$ cat config.mk
export PLATFORM = sky130hd
export DESIGN_NAME = crossing_phase_controller
export DESIGN_NICKNAME = d
export VERILOG_FILES = /design/src/rtl/crossing_pkg.sv /design/src/rtl/crossing_phase_controller_phase_timer.sv /design/src/rtl/crossing_phase_controller.sv
export SDC_FILE = /design/constraint.sdc
export NUM_CORES = 1
export LEC_CHECK = 0
export CORE_MARGIN = 2
export CORE_UTILIZATION = 52
export DETAILED_ROUTE_END_ITERATION = 10
export PLACE_DENSITY_LB_ADDON = 0.12
export SETUP_SLACK_MARGIN = 0.5
export SLEW_MARGIN = 40
export SYNTH_ARGS = -nofsm -noshare
export SYNTH_HDL_FRONTEND = slang
export SYNTH_HIERARCHICAL = 1
export SYNTH_SLANG_ARGS = --single-unit
$ cat constraint.sdc
create_clock -name CLK -period 2.73 [get_ports CLK]
set_input_delay 0.546 -clock CLK [delete_from_list [all_inputs] [get_ports CLK]]
set_output_delay 0.546 -clock CLK [all_outputs]
set_load 0.1 [all_outputs]
$ cat src/rtl/crossing_pkg.sv
// Shared types for the Thevenin/Norton crossing sequencer: phase states,
// light command codes and the per-light change vector layout.
package crossing_pkg;

  typedef enum logic [3:0] {
    INIT      = 4'd0,
    TH_GREEN  = 4'd1,
    TH_YELLOW = 4'd2,
    CLR1      = 4'd3,
    N_GREEN   = 4'd4,
    N_YELLOW  = 4'd5,
    CLR2      = 4'd6,
    PED       = 4'd7,
    CLR3      = 4'd8
  } state_t;

  localparam logic [1:0] RED    = 2'b00;
  localparam logic [1:0] YELLOW = 2'b01;
  localparam logic [1:0] GREEN  = 2'b10;

  localparam int CH_TH        = 0;
  localparam int CH_NN        = 1;
  localparam int CH_NS        = 2;
  localparam int CH_TURN_TH   = 3;
  localparam int CH_TURN_NN_L = 4;
  localparam int CH_TURN_NN_R = 5;
  localparam int CH_WALK_TH1  = 6;
  localparam int CH_WALK_TH2  = 7;
  localparam int CH_WALK_N    = 8;
  localparam int N_LIGHTS     = 9;

  typedef struct packed {
    logic       set_lights;
    logic [1:0] veh_th;
    logic [1:0] veh_nn;
    logic [1:0] veh_ns;
    logic       turn_th;
    logic       turn_nn_l;
    logic       turn_nn_r;
    logic       walk_th1;
    logic       walk_th2;
    logic       walk_n;
  } light_cmd_t;

  // Everything not listed for a state stays red / off.
  function automatic light_cmd_t lights_for(state_t s);
    light_cmd_t c;
    c = '0;
    case (s)
      INIT: c.set_lights = 1'b1;
      TH_GREEN: begin
        c.veh_th  = GREEN;
        c.turn_th = 1'b1;
      end
      TH_YELLOW: c.veh_th = YELLOW;
      N_GREEN: begin
        c.veh_nn    = GREEN;
        c.veh_ns    = GREEN;
        c.turn_nn_l = 1'b1;
        c.turn_nn_r = 1'b1;
      end
      N_YELLOW: begin
        c.veh_nn = YELLOW;
        c.veh_ns = YELLOW;
      end
      PED: begin
        c.walk_th1 = 1'b1;
        c.walk_th2 = 1'b1;
        c.walk_n   = 1'b1;
      end
      default: ;
    endcase
    return c;
  endfunction

  function automatic logic [N_LIGHTS-1:0] change_mask(light_cmd_t o, light_cmd_t n);
    logic [N_LIGHTS-1:0] m;
    m               = '0;
    m[CH_TH]        = (o.veh_th != n.veh_th);
    m[CH_NN]        = (o.veh_nn != n.veh_nn);
    m[CH_NS]        = (o.veh_ns != n.veh_ns);
    m[CH_TURN_TH]   = (o.turn_th != n.turn_th);
    m[CH_TURN_NN_L] = (o.turn_nn_l != n.turn_nn_l);
    m[CH_TURN_NN_R] = (o.turn_nn_r != n.turn_nn_r);
    m[CH_WALK_TH1]  = (o.walk_th1 != n.walk_th1);
    m[CH_WALK_TH2]  = (o.walk_th2 != n.walk_th2);
    m[CH_WALK_N]    = (o.walk_n != n.walk_n);
    return m;
  endfunction

endpackage

$ cat src/rtl/crossing_phase_controller_phase_timer.sv
// Millisecond timebase: prescaler plus a 16-bit saturating ms counter that
// restarts from zero whenever the phase changes.
module phase_timer #(
  parameter int CLK_DIV = 10
) (
  input  logic        CLK,
  input  logic        reset,
  input  logic        en,
  input  logic        clear,
  output logic [15:0] ms_cnt
);

  localparam int PW = (CLK_DIV > 1) ? $clog2(CLK_DIV) : 1;
  localparam logic [PW-1:0] PRESC_LAST = PW'(CLK_DIV - 1);

  logic [PW-1:0] presc;
  logic          wrap;

  assign wrap = (presc == PRESC_LAST);

  // Clearing the prescaler with ms_cnt makes every phase a whole number of ms.
  always_ff @(posedge CLK or posedge reset) begin
    if (reset) begin
      presc  <= '0;
      ms_cnt <= '0;
    end else if (en) begin
      if (clear) begin
        presc  <= '0;
        ms_cnt <= '0;
      end else begin
        presc <= wrap ? '0 : presc + 1'b1;
        if (wrap && ms_cnt != 16'hFFFF)
          ms_cnt <= ms_cnt + 16'd1;
      end
    end
  end

endmodule

$ cat src/rtl/crossing_phase_controller.sv
// Phase sequencer for the Thevenin/Norton crossing: sensor/button sync,
// demand latches, phase FSM and registered light commands with change pulses.
module crossing_phase_controller
  import crossing_pkg::*;
#(
  parameter int CLK_DIV   = 10,
  parameter int TH_MIN_MS = 10000,
  parameter int TH_MAX_MS = 30000,
  parameter int N_MIN_MS  = 8000,
  parameter int N_MAX_MS  = 20000,
  parameter int YELLOW_MS = 3000,
  parameter int ALLRED_MS = 1000,
  parameter int PED_MS    = 8000
) (
  input  logic       CLK,
  input  logic       reset,
  input  logic       en,
  input  logic       sens_th,
  input  logic       sens_nn,
  input  logic       sens_ns,
  input  logic       ped_nn,
  input  logic       ped_ns,
  input  logic       ped_th,
  output logic       set_lights,
  output logic [1:0] veh_th,
  output logic [1:0] veh_nn,
  output logic [1:0] veh_ns,
  output logic       turn_th,
  output logic       turn_nn_l,
  output logic       turn_nn_r,
  output logic       walk_th1,
  output logic       walk_th2,
  output logic       walk_n,
  output logic [8:0] change
);

  localparam logic [15:0] TH_MIN_T = 16'(TH_MIN_MS);
  localparam logic [15:0] TH_MAX_T = 16'(TH_MAX_MS);
  localparam logic [15:0] N_MIN_T  = 16'(N_MIN_MS);
  localparam logic [15:0] N_MAX_T  = 16'(N_MAX_MS);
  localparam logic [15:0] YEL_T    = 16'(YELLOW_MS);
  localparam logic [15:0] ALLRED_T = 16'(ALLRED_MS);
  localparam logic [15:0] PED_T    = 16'(PED_MS);

  state_t      state, state_nxt;
  light_cmd_t  cmd_q, cmd_nxt;
  logic [15:0] ms_cnt;
  logic        transition;

  logic [5:0] sync1, sync2;
  logic [2:0] btn_prev;
  logic [2:0] btn_edge;
  logic       sens_th_s, sens_nn_s, sens_ns_s;
  logic       any_btn;
  logic       ped_req, n_dem;
  logic       enter_ped, enter_n;

  // Bits 0..2 sensors (th, nn, ns), bits 3..5 buttons (nn, ns, th).
  always_ff @(posedge CLK or posedge reset) begin
    if (reset) begin
      sync1    <= '0;
      sync2    <= '0;
      btn_prev <= '0;
    end else begin
      sync1    <= {ped_th, ped_ns, ped_nn, sens_ns, sens_nn, sens_th};
      sync2    <= sync1;
      btn_prev <= sync2[5:3];
    end
  end

  assign sens_th_s = sync2[0];
  assign sens_nn_s = sync2[1];
  assign sens_ns_s = sync2[2];
  assign btn_edge  = sync2[5:3] & ~btn_prev;
  assign any_btn   = |btn_edge;

  assign enter_ped = (state_nxt == PED) && (state != PED);
  assign enter_n   = (state_nxt == N_GREEN) && (state != N_GREEN);

  // A new request in the same cycle as the clear must not be lost.
  always_ff @(posedge CLK or posedge reset) begin
    if (reset) begin
      ped_req <= 1'b0;
      n_dem   <= 1'b0;
    end else begin
      if (any_btn)
        ped_req <= 1'b1;
      else if (enter_ped)
        ped_req <= 1'b0;

      if (sens_nn_s || sens_ns_s || any_btn)
        n_dem <= 1'b1;
      else if (enter_n)
        n_dem <= 1'b0;
    end
  end

  always_comb begin
    state_nxt = state;
    if (en) begin
      case (state)
        INIT:      if (ms_cnt >= ALLRED_T) state_nxt = TH_GREEN;
        TH_GREEN:  if (ms_cnt >= TH_MIN_T && n_dem && (!sens_th_s || ms_cnt >= TH_MAX_T))
                     state_nxt = TH_YELLOW;
        TH_YELLOW: if (ms_cnt >= YEL_T) state_nxt = CLR1;
        CLR1:      if (ms_cnt >= ALLRED_T) state_nxt = N_GREEN;
        N_GREEN:   if (ms_cnt >= N_MIN_T && ((!sens_nn_s && !sens_ns_s) || ms_cnt >= N_MAX_T))
                     state_nxt = N_YELLOW;
        N_YELLOW:  if (ms_cnt >= YEL_T) state_nxt = CLR2;
        CLR2:      if (ms_cnt >= ALLRED_T) state_nxt = ped_req ? PED : TH_GREEN;
        PED:       if (ms_cnt >= PED_T) state_nxt = CLR3;
        CLR3:      if (ms_cnt >= ALLRED_T) state_nxt = TH_GREEN;
        default:   state_nxt = INIT;
      endcase
    end
  end

  assign transition = en && (state_nxt != state);
  assign cmd_nxt    = lights_for(state_nxt);

  phase_timer #(
    .CLK_DIV (CLK_DIV)
  ) u_timer (
    .CLK    (CLK),
    .reset  (reset),
    .en     (en),
    .clear  (transition),
    .ms_cnt (ms_cnt)
  );

  // Commands are registered from the next state so each light and its
  // change bit update on the same edge as the phase.
  always_ff @(posedge CLK or posedge reset) begin
    if (reset) begin
      state  <= INIT;
      cmd_q  <= lights_for(INIT);
      change <= '0;
    end else if (en) begin
      state  <= state_nxt;
      cmd_q  <= cmd_nxt;
      change <= change_mask(cmd_q, cmd_nxt);
    end else begin
      change <= '0;
    end
  end

  assign set_lights = cmd_q.set_lights;
  assign veh_th     = cmd_q.veh_th;
  assign veh_nn     = cmd_q.veh_nn;
  assign veh_ns     = cmd_q.veh_ns;
  assign turn_th    = cmd_q.turn_th;
  assign turn_nn_l  = cmd_q.turn_nn_l;
  assign turn_nn_r  = cmd_q.turn_nn_r;
  assign walk_th1   = cmd_q.walk_th1;
  assign walk_th2   = cmd_q.walk_th2;
  assign walk_n     = cmd_q.walk_n;

endmodule

==> impl_metrics.tcl <==
set metrics [dict create \
    firstDrtPassIters 6 \
    cp_max_fo 6 \
    portBuffers 30 \
    die-area_um2 6780 \
    wl_um 7740 \
    hp-class "flip-flop to flip-flop" \
    cp.required_ns 2.98 \
    cts_tree "done" \
    synth-seq-area-share_pct 40.8 \
    core_area_um2 5920 \
    slowest_delay_ns 0.49 \
    dr_total_vias 2874 \
    clockBufferDepth 2 \
    period_share_pct 98.1 \
    hold-path-cell-count 0 \
    worst_path_max_delay_cell "dfrtp_2" \
    ioPinCount 31 \
    hold_viol 0 \
    wire_per_inst_um 16.6 \
    viasPerCell 6.18 \
    final_common_cell "buf_4" \
    ir_drop_v 0.000914 \
    tns_ns 0 \
    dp.final_hpwl_um 5310 \
    ys.flop_type "dfrtp_1" \
    drive_above_1_share_pct 34.4 \
    cp_num_buf_inv 1 \
    grt_pass1_wl_um 12600 \
    rr_worst_depth 12 \
    final_max_slew_viol_count 0 \
    antenna_cells 0 \
    post-route-min-period_ns 2.68 \
    placementRows 28 \
    grt_setup_unrepaired "yes" \
    dr.first_iter.drc_count 242 \
    antenna_found_initial 0 \
    postLayoutCoreUtil_pct 66.9 \
    numCtsBuffers 5 \
    async_flop_share_pct 100 \
    die_w_um 82.3 \
    synth_cells 328 \
    setup_viol 0 \
    areaGrowthSynthToFinish_pct 24.1 \
    arrival_ns 2.93 \
    finClkSkew_ns 0.00874 \
    ys_warn_count 6 \
    clkTransAtPathRegs_ns 0.10 \
    reg2reg_from "u_timer/ms_cnt[14]" \
    hold_slack_ns 0.353 \
    p_per_area_nw_per_um2 1040 \
    maxSlewHeadroom_pct 47.5 \
    ys_ff_latch 52 \
    root_buffer "clkbuf_8" \
    initial_utilization_pct 53.9 \
    htreeDepth 2 \
    synth_cell_types 74 \
    synth.avg_cell_area_um2 9.73 \
    first_global_vias 2599 \
    grt_start_max_net_pins 36 \
    leakage_uw 0.00176 \
    ant_nets 0 \
    fin_cells 465 \
    overflow 0 \
    synth_edf_count 0 \
    grtUsageTotal_pct 24.1 \
    criticalPathCategory "flip-flop to flip-flop" \
    syn_area_um2 3190 \
    finalNetCount 401 \
    gp_congestion 0.893 \
    maxCapViolations 0 \
    critical_path.top_delay_family "simple AND/OR/NAND/NOR gates" \
    drc 0 \
    holdPathEnd "sync2[4]" \
    syn-num-nets 340 \
    path_cells "nor4_4 -> buf_4 -> o211a_4 -> nor4_2 -> a211oi_2 -> nand3_1 -> o22ai_2 -> a21boi_4 -> nand2b_4 -> or3_1 -> o32a_1 -> nand2_1" \
    final_cell_mix "buf_4 (66), dfrtp_1 (43), nand3_1 (22), nand2_1 (21), inv_1 (20)" \
    r2r-end "u_timer/ms_cnt[8]" \
    clk_latency_ns 0.31 \
    cp-start-kind "flip-flop" \
    worstMarginPinSlew_ns 0.782 \
    power_uw 4130 \
    cts_num_sinks 52 \
    die_h_um 82.3 \
    placed_cells 435 \
    fmaxAchievable_ghz 0.373 \
    r2r_slack_ns 0.05 \
    status "finished clean" \
    cp-end-kind "flip-flop" \
    hp-start "sync1[4]" \
    nFillCells 472 \
]
==> per-layer routing <==
metal	up-vias	GRT usage [%]	wire length, µm
li1	1370	-	-
met1	1401	35.7	3570
met2	95	37.1	3670
met3	8	3.59	417
met4	0	5.33	79
met5	-	0	0
==> through the flow <==
| stage | setup WS (ns) | cell area (µm²) |
|---|---|---|
| after global placement | 0.139 | 3600 |
| after CTS | 0.0918 | 3790 |
| after floorplan | 0.255 | 3250 |
| after global routing | -0.0589 | 3960 |
| after detailed placement | 0.104 | 3600 |
| final | 0.0518 | 3960 |
==> where the power goes <==
group / switching [µW] / total [µW] / leakage [µW] / internal, µW
Sequential: 260 / 1230 / 0.000627 / 969
Clock: 277 / 464 / 0.0000452 / 188
Combinational: 1480 / 2440 / 0.00109 / 963
==> area by class of cell <==
type	count	area [µm²]	area share (%)
Multi-Input combinational cell	228	1720	43.3
Sequential cell	52	1310	33.1
Timing Repair Buffer	80	661	16.7
Tap cell	75	93.8	2.37
Inverter	22	85.1	2.15
Clock buffer	5	68.8	1.74
Clock inverter	3	25.0	0.632
==> how the worst max path moves through the flow <==
| stage | endpoint | from | slack, ns | cells past startpoint |
|---|---|---|---|---|
| finish | u_timer/ms_cnt[8] | u_timer/ms_cnt[14] | 0.05 | 12 |
| global route | u_timer/ms_cnt[0] | u_timer/ms_cnt[14] | -0.06 | 12 |
| CTS | u_timer/ms_cnt[8] | u_timer/ms_cnt[15] | 0.09 | 10 |
| detailed placement | u_timer/ms_cnt[8] | u_timer/ms_cnt[6] | 0.10 | 11 |
| global placement | u_timer/ms_cnt[8] | u_timer/ms_cnt[5] | 0.14 | 11 |
| floorplan | u_timer/ms_cnt[8] | u_timer/ms_cnt[15] | 0.26 | 11 |
==> worst reg2reg max path, delay by kind of cell, from the launching register on <==
kind,cells,cell delay [ns]
buffers and inverters,1,0.17
flip-flops,1,0.49
AND/OR/NAND/NOR,6,1.02
AO/OA/AOI/OAI,5,0.93
==> synth_stat cells (2+ instances only) <==
cell type | count | area, µm²
clkbuf_8 | 3 | 41.3
and2_1 | 3 | 18.8
a211oi_1 | 2 | 15.0
and3_1 | 3 | 18.8
nor4_4 | 2 | 42.5
mux2_2 | 3 | 33.8
o221ai_1 | 2 | 17.5
a211oi_2 | 4 | 50.1
a21oi_1 | 6 | 30.0
nor4_1 | 9 | 56.3
a31oi_1 | 8 | 50.1
mux2i_1 | 3 | 30.0
nand2b_1 | 8 | 50.1
nor4b_1 | 2 | 17.5
clkbuf_1 | 7 | 26.3
o22ai_1 | 3 | 18.8
nand4_1 | 9 | 56.3
nand2_1 | 23 | 86.3
or4_1 | 7 | 52.6
a41o_1 | 3 | 30.0
a2bb2oi_1 | 2 | 17.5
o31ai_1 | 4 | 30.0
nor2_1 | 13 | 48.8
o211a_1 | 3 | 30.0
buf_2 | 2 | 10.0
nor3_1 | 12 | 60.1
inv_1 | 22 | 82.6
buf_4 | 12 | 90.1
ha_1 | 3 | 37.5
or3_1 | 2 | 12.5
a211o_1 | 3 | 26.3
o211ai_1 | 10 | 75.1
o311ai_0 | 2 | 17.5
nand3_1 | 23 | 115
nand3b_1 | 2 | 15.0
and4_1 | 3 | 26.3
dfrtp_1 | 51 | 1280
nor2b_1 | 3 | 18.8
o21ai_0 | 11 | 55.1
==> state kept, by name, indices dropped and copies added (netlist names), 3 cells and up <==
name / flops
btn_prev: 3
change: 5
state: 4
sync1: 6
sync2: 6
u_timer/ms_cnt: 16
u_timer/presc: 4
==> kinds of logic after synthesis <==
family | Yosys count | share of synthesized area, %
compound gates | 83 | 21.7
fa+ha+maj | 3 | 1.18
buf+inv | 48 | 8.35
flops | 52 | 40.8
mux | 7 | 2.47
simple gates | 135 | 25.5
==> what timing repair did <==
item / in CTS / in global routing
hold buffers: 0 / 0
setup buffers: 7 / 14
gates resized for setup: 8 / 14
gates cloned: 1 / 0
pin swaps: 4 / 12
setup endpoints to repair: 29 / 32
Power figures use the tool's default switching activity.
